[src/rtl/fp_addsub_if.sv]
// fp_addsub_if -- request/result bundle for the fp_addsub block.
//   start  : operation request, level-held by the requester until done
//   op     : 0 = a+b, 1 = a-b
//   a, b   : operands, {sign, exponent[EXP_W], fraction[MAN_W]}
//   sum    : registered result
//   done   : result valid
//   busy   : operation in flight
//   flags  : {invalid, overflow, underflow, inexact}, valid with done
// master = requester side, slave = fp_addsub side.
interface fp_addsub_if #(
   parameter int EXP_W = 8,
   parameter int MAN_W = 23
);
   localparam int W = 1 + EXP_W + MAN_W;

   logic         start;
   logic         op;
   logic [W-1:0] a;
   logic [W-1:0] b;
   logic [W-1:0] sum;
   logic         done;
   logic         busy;
   logic [3:0]   flags;

   modport master (output start, op, a, b, input sum, done, busy, flags);
   modport slave  (input start, op, a, b, output sum, done, busy, flags);
endinterface

[src/rtl/fp_addsub.sv]
// fp_addsub -- multi-cycle floating-point adder/subtractor, round-to-nearest-even.
// Subnormal inputs are flushed to zero; results that fall below the normal
// range flush to signed zero with underflow.
// Ports:
//   clk    : clock, all state on the rising edge
//   reset  : asynchronous, active-low
//   bus    : fp_addsub_if slave (start, op, a, b -> sum, done, busy, flags)
//
// state  | meaning
// -------+-----------------------------------------------------------------
// IDLE   | waiting for start; captures a, b, op
// UNPACK | decode fields, resolve NaN/inf/zero, order operands by magnitude
// ALIGN  | shift smaller significand right into G/R/S
// ADD    | add or subtract magnitudes
// NORM   | carry shift right or leading-zero shift left
// ROUND  | round-to-nearest-even, range check, write sum/flags
// DONE   | result presented; back to IDLE once done is shown and start drops
module fp_addsub #(
   parameter int EXP_W = 8,
   parameter int MAN_W = 23
) (
   input  logic       clk,
   input  logic       reset,
   fp_addsub_if.slave bus
);
   localparam int W   = 1 + EXP_W + MAN_W;
   localparam int DW  = MAN_W + 5;          // carry, hidden, fraction, G, R, S
   localparam int XW  = EXP_W + 2;          // signed exponent with headroom
   localparam int LZW = $clog2(DW);
   localparam logic [W-1:0] QNAN = {1'b0, {EXP_W{1'b1}}, 1'b1, {(MAN_W-1){1'b0}}};
   localparam logic signed [XW-1:0] EXP_MAX  = XW'((1 << EXP_W) - 1);
   localparam logic signed [XW-1:0] EXP_ONE  = XW'(1);
   localparam logic signed [XW-1:0] EXP_ZERO = '0;

   typedef enum logic [2:0] {IDLE, UNPACK, ALIGN, ADD, NORM, ROUND, DONE} state_t;

   state_t               state;
   logic [W-1:0]         a_q, b_q;
   logic                 op_q;
   logic                 sign_big, eff_sub, zero_res;
   logic signed [XW-1:0] exp_r;
   logic [EXP_W-1:0]     exp_diff;
   logic [MAN_W:0]       sig_big, sig_small;
   logic [DW-2:0]        small_al;
   logic [DW-1:0]        mag;
   logic [W-1:0]         sum_q;
   logic [3:0]           flags_q;
   logic                 done_q, busy_q;

   logic             sign_a, sign_b;
   logic [EXP_W-1:0] exp_a, exp_b;
   logic [MAN_W-1:0] frac_a, frac_b;
   logic             nan_a, nan_b, inf_a, inf_b, zero_a, zero_b, a_ge_b;

   always_comb begin
      sign_a = a_q[W-1];
      sign_b = b_q[W-1] ^ op_q;
      exp_a  = a_q[W-2:MAN_W];
      exp_b  = b_q[W-2:MAN_W];
      frac_a = a_q[MAN_W-1:0];
      frac_b = b_q[MAN_W-1:0];
      nan_a  = (exp_a == '1) && (frac_a != '0);
      nan_b  = (exp_b == '1) && (frac_b != '0);
      inf_a  = (exp_a == '1) && (frac_a == '0);
      inf_b  = (exp_b == '1) && (frac_b == '0);
      zero_a = (exp_a == '0);
      zero_b = (exp_b == '0);
      // exponent-then-fraction order equals magnitude order for normal numbers
      a_ge_b = a_q[W-2:0] >= b_q[W-2:0];
   end

   logic [DW-2:0] ext_small, low_mask, shifted;

   always_comb begin
      ext_small = {sig_small, 3'b000};
      low_mask  = ~({(DW-1){1'b1}} << exp_diff);
      if ({{(32-EXP_W){1'b0}}, exp_diff} > 32'(MAN_W + 3))
         shifted = {{(DW-2){1'b0}}, 1'b1};
      else
         shifted = (ext_small >> exp_diff)
                 | {{(DW-2){1'b0}}, |(ext_small & low_mask)};
   end

   // leading zeros of mag below the carry bit; highest set bit wins
   logic [LZW-1:0] lz;

   always_comb begin
      lz = LZW'(DW - 1);
      for (int i = 0; i < DW - 1; i++)
         if (mag[i]) lz = LZW'(DW - 2 - i);
   end

   logic                 rnd_g, rnd_r, rnd_s, rnd_inc;
   logic [MAN_W+1:0]     rnd_sig;
   logic [MAN_W-1:0]     frac_f;
   logic signed [XW-1:0] exp_f;

   always_comb begin
      rnd_g   = mag[2];
      rnd_r   = mag[1];
      rnd_s   = mag[0];
      rnd_inc = rnd_g & (rnd_r | rnd_s | mag[3]);
      rnd_sig = {1'b0, mag[DW-2:3]} + {{(MAN_W+1){1'b0}}, rnd_inc};
      // rounding carry: significand became 10.000..., renormalize
      exp_f   = rnd_sig[MAN_W+1] ? exp_r + EXP_ONE : exp_r;
      frac_f  = rnd_sig[MAN_W+1] ? {MAN_W{1'b0}} : rnd_sig[MAN_W-1:0];
   end

   always_ff @(posedge clk or negedge reset) begin
      if (!reset) begin
         state     <= IDLE;
         a_q       <= '0;
         b_q       <= '0;
         op_q      <= 1'b0;
         sign_big  <= 1'b0;
         eff_sub   <= 1'b0;
         zero_res  <= 1'b0;
         exp_r     <= '0;
         exp_diff  <= '0;
         sig_big   <= '0;
         sig_small <= '0;
         small_al  <= '0;
         mag       <= '0;
         sum_q     <= '0;
         flags_q   <= '0;
         done_q    <= 1'b0;
         busy_q    <= 1'b0;
      end else begin
         case (state)
            IDLE: begin
               if (bus.start) begin
                  a_q    <= bus.a;
                  b_q    <= bus.b;
                  op_q   <= bus.op;
                  state  <= UNPACK;
                  busy_q <= 1'b1;
               end
            end
            UNPACK: begin
               state   <= DONE;
               busy_q  <= 1'b0;
               flags_q <= 4'b0000;
               if (nan_a || nan_b || (inf_a && inf_b && (sign_a != sign_b))) begin
                  sum_q   <= QNAN;
                  flags_q <= 4'b1000;
               end else if (inf_a) begin
                  sum_q <= {sign_a, a_q[W-2:0]};
               end else if (inf_b) begin
                  sum_q <= {sign_b, b_q[W-2:0]};
               end else if (zero_a && zero_b) begin
                  sum_q <= {sign_a & sign_b, {(W-1){1'b0}}};
               end else if (zero_a) begin
                  sum_q <= {sign_b, b_q[W-2:0]};
               end else if (zero_b) begin
                  sum_q <= a_q;
               end else begin
                  state    <= ALIGN;
                  busy_q   <= 1'b1;
                  eff_sub  <= sign_a ^ sign_b;
                  zero_res <= 1'b0;
                  if (a_ge_b) begin
                     sign_big  <= sign_a;
                     exp_r     <= $signed({2'b00, exp_a});
                     exp_diff  <= exp_a - exp_b;
                     sig_big   <= {1'b1, frac_a};
                     sig_small <= {1'b1, frac_b};
                  end else begin
                     sign_big  <= sign_b;
                     exp_r     <= $signed({2'b00, exp_b});
                     exp_diff  <= exp_b - exp_a;
                     sig_big   <= {1'b1, frac_b};
                     sig_small <= {1'b1, frac_a};
                  end
               end
            end
            ALIGN: begin
               small_al <= shifted;
               state    <= ADD;
            end
            ADD: begin
               if (eff_sub)
                  mag <= {1'b0, sig_big, 3'b000} - {1'b0, small_al};
               else
                  mag <= {1'b0, sig_big, 3'b000} + {1'b0, small_al};
               state <= NORM;
            end
            NORM: begin
               if (mag == '0) begin
                  zero_res <= 1'b1;
               end else if (mag[DW-1]) begin
                  mag   <= {1'b0, mag[DW-1:2], mag[1] | mag[0]};
                  exp_r <= exp_r + EXP_ONE;
               end else begin
                  mag   <= mag << lz;
                  exp_r <= exp_r - $signed({{(XW-LZW){1'b0}}, lz});
               end
               state <= ROUND;
            end
            ROUND: begin
               state  <= DONE;
               busy_q <= 1'b0;
               if (zero_res) begin
                  sum_q   <= '0;
                  flags_q <= 4'b0000;
               end else if (exp_f >= EXP_MAX) begin
                  sum_q   <= {sign_big, {EXP_W{1'b1}}, {MAN_W{1'b0}}};
                  flags_q <= 4'b0101;
               end else if (exp_f <= EXP_ZERO) begin
                  sum_q   <= {sign_big, {(W-1){1'b0}}};
                  flags_q <= 4'b0011;
               end else begin
                  sum_q   <= {sign_big, exp_f[EXP_W-1:0], frac_f};
                  flags_q <= {3'b000, rnd_g | rnd_r | rnd_s};
               end
            end
            DONE: begin
               // done shows for at least one cycle before start may release it
               if (done_q && !bus.start) begin
                  done_q <= 1'b0;
                  state  <= IDLE;
               end else begin
                  done_q <= 1'b1;
               end
            end
            default: begin
               state  <= IDLE;
               done_q <= 1'b0;
               busy_q <= 1'b0;
            end
         endcase
      end
   end

   assign bus.sum   = sum_q;
   assign bus.flags = flags_q;
   assign bus.done  = done_q;
   assign bus.busy  = busy_q;
endmodule

[src/flat_wrapper.sv]
// flat-port wrapper written by rule: the top's interface ports become plain ports
module fp_addsub_flat 
#(
   parameter int EXP_W = 8,
   parameter int MAN_W = 23
)
  (clk, reset, bus_start, bus_op, bus_a, bus_b, bus_sum, bus_done, bus_busy, bus_flags);
  fp_addsub_if #(.EXP_W(EXP_W), .MAN_W(MAN_W)) bus_i ();
  input  logic clk;
  input  logic reset;
  input wire logic [$bits(bus_i.start)-1:0] bus_start;
  input wire logic [$bits(bus_i.op)-1:0] bus_op;
  input wire logic [$bits(bus_i.a)-1:0] bus_a;
  input wire logic [$bits(bus_i.b)-1:0] bus_b;
  output wire logic [$bits(bus_i.sum)-1:0] bus_sum;
  output wire logic [$bits(bus_i.done)-1:0] bus_done;
  output wire logic [$bits(bus_i.busy)-1:0] bus_busy;
  output wire logic [$bits(bus_i.flags)-1:0] bus_flags;
  assign bus_i.start = bus_start;
  assign bus_i.op = bus_op;
  assign bus_i.a = bus_a;
  assign bus_i.b = bus_b;
  assign bus_sum = bus_i.sum;
  assign bus_done = bus_i.done;
  assign bus_busy = bus_i.busy;
  assign bus_flags = bus_i.flags;
  fp_addsub #(.EXP_W(EXP_W), .MAN_W(MAN_W)) u_core (.clk(clk), .reset(reset), .bus(bus_i));
endmodule
[config.mk]
export PLATFORM = sky130hd
export DESIGN_NAME = fp_addsub_flat
export DESIGN_NICKNAME = d
export VERILOG_FILES = /design/src/rtl/fp_addsub_if.sv /design/src/rtl/fp_addsub.sv /design/src/flat_wrapper.sv
export SDC_FILE = /design/constraint.sdc
export NUM_CORES = 1
export LEC_CHECK = 0
export CAP_MARGIN = 20
export CELL_PAD_IN_SITES_DETAIL_PLACEMENT = 0
export CELL_PAD_IN_SITES_GLOBAL_PLACEMENT = 1
export CORE_ASPECT_RATIO = 0.9
export CORE_MARGIN = 5
export CORE_UTILIZATION = 42
export DETAILED_ROUTE_END_ITERATION = 10
export PLACE_DENSITY_LB_ADDON = 0.1
export SETUP_SLACK_MARGIN = 0.15
export SLEW_MARGIN = 15
export SYNTH_ARGS = -nofsm -noshare
export SYNTH_HDL_FRONTEND = slang
export SYNTH_SLANG_ARGS = --single-unit
[constraint.sdc]
create_clock -name clk -period 3.65 [get_ports clk]
set_clock_uncertainty 0.15 [all_clocks]
set_input_delay 0.365 -clock clk [delete_from_list [all_inputs] [get_ports clk]]
set_output_delay 0.365 -clock clk [all_outputs]
set_load 0.01 [all_outputs]
Word-level counts from Yosys, hierarchy flattened
Index checks and enable logic that the tools add are counted.
{"block": "totals", "reg_bits": 230, "latch_bits": 0, "ram_bits": 0, "romBits": 0, "inputBits": 68, "output_inout_bits": 38, "elab_cells": 192, "memories": 0}
{"block": "op_classes", "add_sub_neg": 7, "mul": 0, "div": 0, "magnitude_cmp": 4, "n_eq_ne": 20, "shift": 3, "mux": 90, "n_bitwise": 18, "reduce_logical": 33}
{"operator": "32-bit 2-to-1 mux", "count": 7}
{"operator": "10-bit 2-to-1 mux", "count": 9}
{"operator": "28-bit 2-to-1 mux", "count": 3}
{"operator": "5-bit 2-to-1 mux", "count": 16}
{"operator": "23-bit 2-to-1 mux", "count": 3}
{"operator": "32-bit case mux with 2 select lines", "count": 1}
{"operator": "31-bit 2-to-1 mux", "count": 2}
{"operator": "28-bit case mux with 2 select lines", "count": 1}
{"operator": "23-bit zero test", "count": 2}
{"operator": "23-bit nonzero test", "count": 2}
{"operator": "4-bit 2-to-1 mux", "count": 11}
{"operator": "31-bit >= comparator", "count": 1}
{"operator": "27-bit by 27-bit adder with 28-bit output", "count": 1}
{"operator": "28-bit zero test", "count": 1}
{"operator": "28-bit by 5-bit << shifter with 28-bit output", "count": 1}
{"operator": "27-bit by 27-bit subtractor with 28-bit output", "count": 1}
{"operator": "27-bit bitwise AND", "count": 1}
{"operator": "27-bit 2-to-1 mux", "count": 1}
{"operator": "27-bit NOT", "count": 1}
{"operator": "27-bit by 1-bit bitwise OR with 27-bit output", "count": 1}
{"operator": "27-bit OR reduction", "count": 1}
{"operator": "27-bit by 8-bit << shifter with 27-bit output (first input constant)", "count": 1}
{"operator": "27-bit by 8-bit >> shifter with 27-bit output", "count": 1}
{"operator": "24-bit by 1-bit adder with 25-bit output", "count": 1}
{"operator": "other kinds (38)", "count": 105}

Longest topological paths before layout
{"block": "logic_depth", "word_depth": 31, "depth_mapped": 19, "depth_no_buf": 16}

Worst setup path before layout
Ideal clock, no wire load.
{"block": "synth_path", "path_type": "reg-to-reg", "from": "register u_core.mag[17]", "to": "register u_core.exp_r[9]", "setup_ns": 0.129, "arrival_ns": 3.306, "required_time_ns": 3.371, "path_slack_ns": 0.064, "stages_incl_launch_ff": 19, "n_path_buf": 2, "period_less_slack_ns": 3.586, "path_cell_list": "dfrtp_1 > or4_1 > or3_1 > a21oi_1 > o31a_1 > buf_4 > inv_4 > buf_2 > ha_1 > nor2b_1 > o21ai_0 > nand2b_1 > a21oi_1 > o21ai_0 > nor3_1 > a41oi_1 > and2_1 > o21ai_0 > o31ai_1"}
{"block": "synth_between", "elab_chain_len": 14, "elab_cells_between_ends": 17, "cone_classes": "1 x add/sub; 1 x eq/ne; 13 x mux; 2 x reduce/logical"}
{"element": "start, declared", "line_no": "fp_addsub.sv:45", "source": "logic [DW-1:0] mag;"}
{"element": "start signal, assigned", "line_no": "fp_addsub.sv:182", "source": "mag <= {1'b0, sig_big, 3'b000} - {1'b0, small_al};"}
{"element": "start signal, assigned", "line_no": "fp_addsub.sv:184", "source": "mag <= {1'b0, sig_big, 3'b000} + {1'b0, small_al};"}
{"element": "start signal, assigned", "line_no": "fp_addsub.sv:191", "source": "mag <= {1'b0, mag[DW-1:2], mag[1] | mag[0]};"}
{"element": "5-bit 2-to-1 mux (10 in series)", "line_no": "fp_addsub.sv:90", "source": "if (mag[i]) lz = LZW'(DW - 2 - i);"}
{"element": "10-bit by 6-bit subtractor with 10-bit output", "line_no": "fp_addsub.sv:195", "source": "exp_r <= exp_r - $signed({{(XW-LZW){1'b0}}, lz});"}
{"element": "10-bit 2-to-1 mux", "line_no": "fp_addsub.sv:190", "source": "end else if (mag[DW-1]) begin"}
{"element": "10-bit 2-to-1 mux", "line_no": "fp_addsub.sv:188", "source": "if (mag == '0) begin"}
{"element": "10-bit case mux with 2 select lines", "line_no": "fp_addsub.sv:129", "source": "case (state)"}
{"element": "end signal, assigned", "line_no": "fp_addsub.sv:163", "source": "exp_r <= $signed({2'b00, exp_a});"}
{"element": "end signal, assigned", "line_no": "fp_addsub.sv:192", "source": "exp_r <= exp_r + EXP_ONE;"}
{"element": "end signal, assigned", "line_no": "fp_addsub.sv:195"}
{"element": "end, declared", "line_no": "fp_addsub.sv:41", "source": "logic signed [XW-1:0] exp_r;"}
Parallel ways exist; a longest one is shown, timed or not. The select of a mux whose other input is x is not followed.
A chain may end at the register's enable or synchronous reset.

Final worst setup path
{"block": "layout_path", "from": "register u_core.mag[18]", "to": "register u_core.exp_r[9]"}
{"block": "layout_between", "elab_chain_len": 13, "elab_cells_between_ends": 16, "cone_classes": "1 x add/sub; 1 x eq/ne; 12 x mux; 2 x reduce/logical"}
{"element": "5-bit 2-to-1 mux (9 in series)", "line_no": "fp_addsub.sv:90"}
{"element": "10-bit by 6-bit subtractor with 10-bit output", "line_no": "fp_addsub.sv:195"}
{"element": "10-bit 2-to-1 mux", "line_no": "fp_addsub.sv:190"}
{"element": "10-bit 2-to-1 mux", "line_no": "fp_addsub.sv:188"}
{"element": "10-bit case mux with 2 select lines", "line_no": "fp_addsub.sv:129"}
Parallel ways exist; a longest one is shown, timed or not. The select of a mux whose other input is x is not followed.

==> results.py <==
metrics = {
    "timing": {
        "finalSetupViolCount": 0,
        "tns_ns": 0,
        "period_needed_ns": 3.52,
        "worst_slew_pin_slew_ns": 0.890,
        "grt_setup_unrepaired": "true",
        "hold_slack_ns": 0.184,
        "post-route-period-util": 0.965,
        "final_max_slew_viol_count": 0,
        "relSlewSlack": 0.391,
        "max_freq_mhz": 284,
        "hold_violations": 0,
    },
    "die": {
        "start_util": 0.425,
        "fp.dieW_um": 230,
        "fp.coreArea_um2": 43100,
        "fp-row-count": 72,
        "ioPinCount": 106,
        "die-height_um": 208,
        "dieArea_um2": 47800,
    },
    "worst_setup_path": {
        "timing.rr.end": "u_core.exp_r[9]$_DFFE_PN0P_",
        "crit_top_cell": "o21ai_2",
        "path_max_fanout": 3,
        "arrival_ns": 3.83,
        "reg2regPathDepth": 16,
        "max_stage_delay_ns": 0.54,
        "cpMaxStageDelayCell": "or4_4",
        "rr_startpoint": "u_core.mag[18]$_DFFE_PN0P_",
        "crit_start": "u_core.mag[18]$_DFFE_PN0P_",
        "required_ns": 3.96,
        "worstSetupPathType": "flip-flop to flip-flop",
        "critPathCapture": "u_core.exp_r[9]$_DFFE_PN0P_",
        "path_cells": "or4_4 -> or3_4 -> a21oi_4 -> o31a_1 -> inv_4 -> ha_4 -> nor2b_4 -> o21ai_2 -> nand2b_1 -> a21oi_2 -> o21ai_2 -> nor3_2 -> a41oi_2 -> and2_1 -> o21ai_1 -> o31ai_1",
        "startpoint_type": "flip-flop",
        "ff2ff_setup_slack_ns": 0.13,
        "critPathCaptureType": "flip-flop",
    },
    "clock_tree": {
        "clock-sinks": 229,
        "clk_pin_slew_worst_paths_ns": 0.06,
        "clock_path_buffers": 3,
        "cts_buffers": 28,
        "h-tree-depth": 1,
        "cts-root-buf": "clkbuf_16",
        "worstSkewPairLatency_ns": 0.59,
        "cts_tree": "done",
    },
    "power": {
        "power.switching_mw": 12.4,
        "seqPwrFrac": 0.222,
        "p_per_area_nw_per_um2": 1090,
        "p_total_mw": 24.3,
        "pwr-share-comb": 0.664,
        "internal-power_mw": 11.9,
        "power.leakage_nw": 9.51,
        "peakVddDrop_mv": 0.520,
        "netSwitchingFraction": 0.509,
        "clock_power_share": 0.113,
    },
    "synth": {
        "ys_top_cells_by_count": "349 x nand2_1, 260 x o21ai_0, 229 x dfrtp_1, 206 x a21oi_1, 183 x nor2_1",
        "synth_seq_area_share": 0.313,
        "synth.avg_cell_area_um2": 7.82,
        "synth_cells": 2341,
        "synth_seq_cells": 229,
        "netlist.area_leader.share": 0.313,
        "synthTopCellsByArea": "dfrtp_1 31%, nand2_1 7.2%, o21ai_0 7.1%",
        "yosysMostFrequentCell": "nand2_1",
        "syn_area_um2": 18300,
        "synth_flop_cell": "dfrtp_1",
        "synth_async_sr_flop_share": 1.00,
        "syn-num-nets": 2508,
        "ys_types": 90,
        "yosys.area.top_type": "dfrtp_1",
        "ys_warn_count": 0,
        "synth-edff-count": 0,
    },
    "finish": {
        "drive_above_1_share": 0.155,
        "syn_to_final_growth_pct": 21.5,
        "antenna_cells": 0,
        "nFillCells": 4269,
        "ff_latch_area_um2": 5730,
        "nets": 2675,
        "multi_input_area_um2": 11800,
    },
    "global_routing": {
        "grt-ovfl-total": 0,
        "first_global_vias": 17700,
        "grt_start_max_net_pins": 104,
        "antenna_found_initial": 1,
        "grtUsageTotal": 0.287,
        "grt_pass1_wl_um": 109000,
    },
    "flow_run": {
        "drv_cap": 0,
    },
    "routing": {
        "wl_per_cell_um": 23.1,
        "highest_layer": "met4",
        "routed_wl_um": 71200,
        "drt_iter0_markers": 1682,
        "dr.pass1.iters": 6,
        "wl_met2_um": 30400,
        "num_vias": 18400,
        "drc": 0,
        "dr_wl_met3_um": 4410,
        "wl_met1_um": 34500,
        "antenna_left": 0,
        "via_per_inst": 5.99,
    },
    "placed_design": {
        "gp_congestion": 0.958,
        "place_hpwl_um": 54900,
        "io_buffers": 105,
    },
    "hold_path": {
        "min_path_type": "primary input to flip-flop",
    },
    "outcome": {
        "status": "completed",
    },
}
## worst max-delay path, delay by kind of cell (launching register included)
family / cells / cell delay, ns
compound gates: 8 / 0.96
fa+ha+maj: 1 / 0.23
buf+inv: 1 / 0.07
flops: 1 / 0.38
simple gates: 6 / 1.60
## power by group through the flow
stage                     Combinational (mW)  Clock, mW  Sequential, mW
after floorplan                         9.97          0            4.60
after global placement                  15.2          0            5.33
after detailed placement                15.3          0            5.35
after CTS                               15.4       2.83            5.32
after global routing                    17.6       2.91            5.52
final                                   16.1       2.75            5.40
## worst min path at each step
stage,startpoint,endpoint,cells after the start
2_1_floorplan,reset,u_core.a_q[0]$_DFFE_PN0P_,0
3_3_place_gp,reset,u_core.bus.sum[3]$_DFFE_PN0P_,1
3_5_place_dp,reset,u_core.bus.sum[3]$_DFFE_PN0P_,1
4_1_cts,bus_b[23],u_core.b_q[23]$_DFFE_PN0P_,3
5_1_grt,bus_b[3],u_core.b_q[3]$_DFFE_PN0P_,3
6_report,bus_a[28],u_core.a_q[28]$_DFFE_PN0P_,3
## flip-flops by register name (all words and copies together), names as in the netlist
signal	cells
u_core.a_q	32
u_core.b_q	32
u_core.bus.sum	32
u_core.mag	28
u_core.small_al	27
u_core.sig_small	24
u_core.sig_big	23
u_core.exp_r	10
u_core.exp_diff	8
u_core.bus.flags	4
u_core.state	3
u_core.bus.busy	1
u_core.bus.done	1
u_core.eff_sub	1
u_core.op_q	1
u_core.sign_big	1
u_core.zero_res	1
## metal layers
metal	vias to the layer above	GRT usage
li1	8682	-
met1	8945	0.445
met2	679	0.429
met3	116	0.0339
met4	0	0.0670
met5	-	0
## per-stage QoR
stage	cells	util	instance area, µm²	setup slack [ns]
2_1_floorplan	2341	-	18300	0.163
3_5_place_dp	3016	0.485	20900	0.00852
3_3_place_gp	3016	0.485	20900	0.0149
6_report	3077	0.516	22200	0.128
4_1_cts	3064	0.508	21900	0.129
5_1_grt	3077	0.516	22200	0.0508
## cell usage in the layout, fill, tap and decap left out, types with 38 or more instances in the layout
master	instances
mux2_2	47
buf_4	177
o21ai_0	252
a21oi_1	198
nor2_1	183
nand3_1	47
nand2_1	347
mux2i_1	82
clkdlybuf4s50_1	104
inv_1	99
nor3_1	39
ha_1	89
dfrtp_1	226
xnor2_1	38
## cell type report
| class | count | share of cell area |
|---|---|---|
| clock buffer | 35 | 0.0340 |
| multi-input combinational | 1841 | 0.531 |
| inverter | 106 | 0.0180 |
| timing repair buffer | 302 | 0.123 |
| tap | 555 | 0.0312 |
| sequential | 229 | 0.258 |
| clock inverter | 9 | 0.00540 |
## logic make-up after synthesis
kind of cell             synth area share
AND/OR/NAND/NOR                     0.199
AO/OA/AOI/OAI                       0.249
buffers and inverters              0.0603
flip-flops                          0.313
multiplexers                       0.0780
adder cells (fa/ha/maj)            0.0693
XOR/XNOR                           0.0316
## what timing repair did
item                                   in CTS  in global routing
setup buffers                               3                 12
pin swaps                                  10                 29
hold buffers                                1                  0
endpoints found under the hold margin      78                  0
setup endpoints to repair                  16                 62
gates cloned                                0                  1
resized for setup                          11                 67
(Power assumes the default switching activity.)
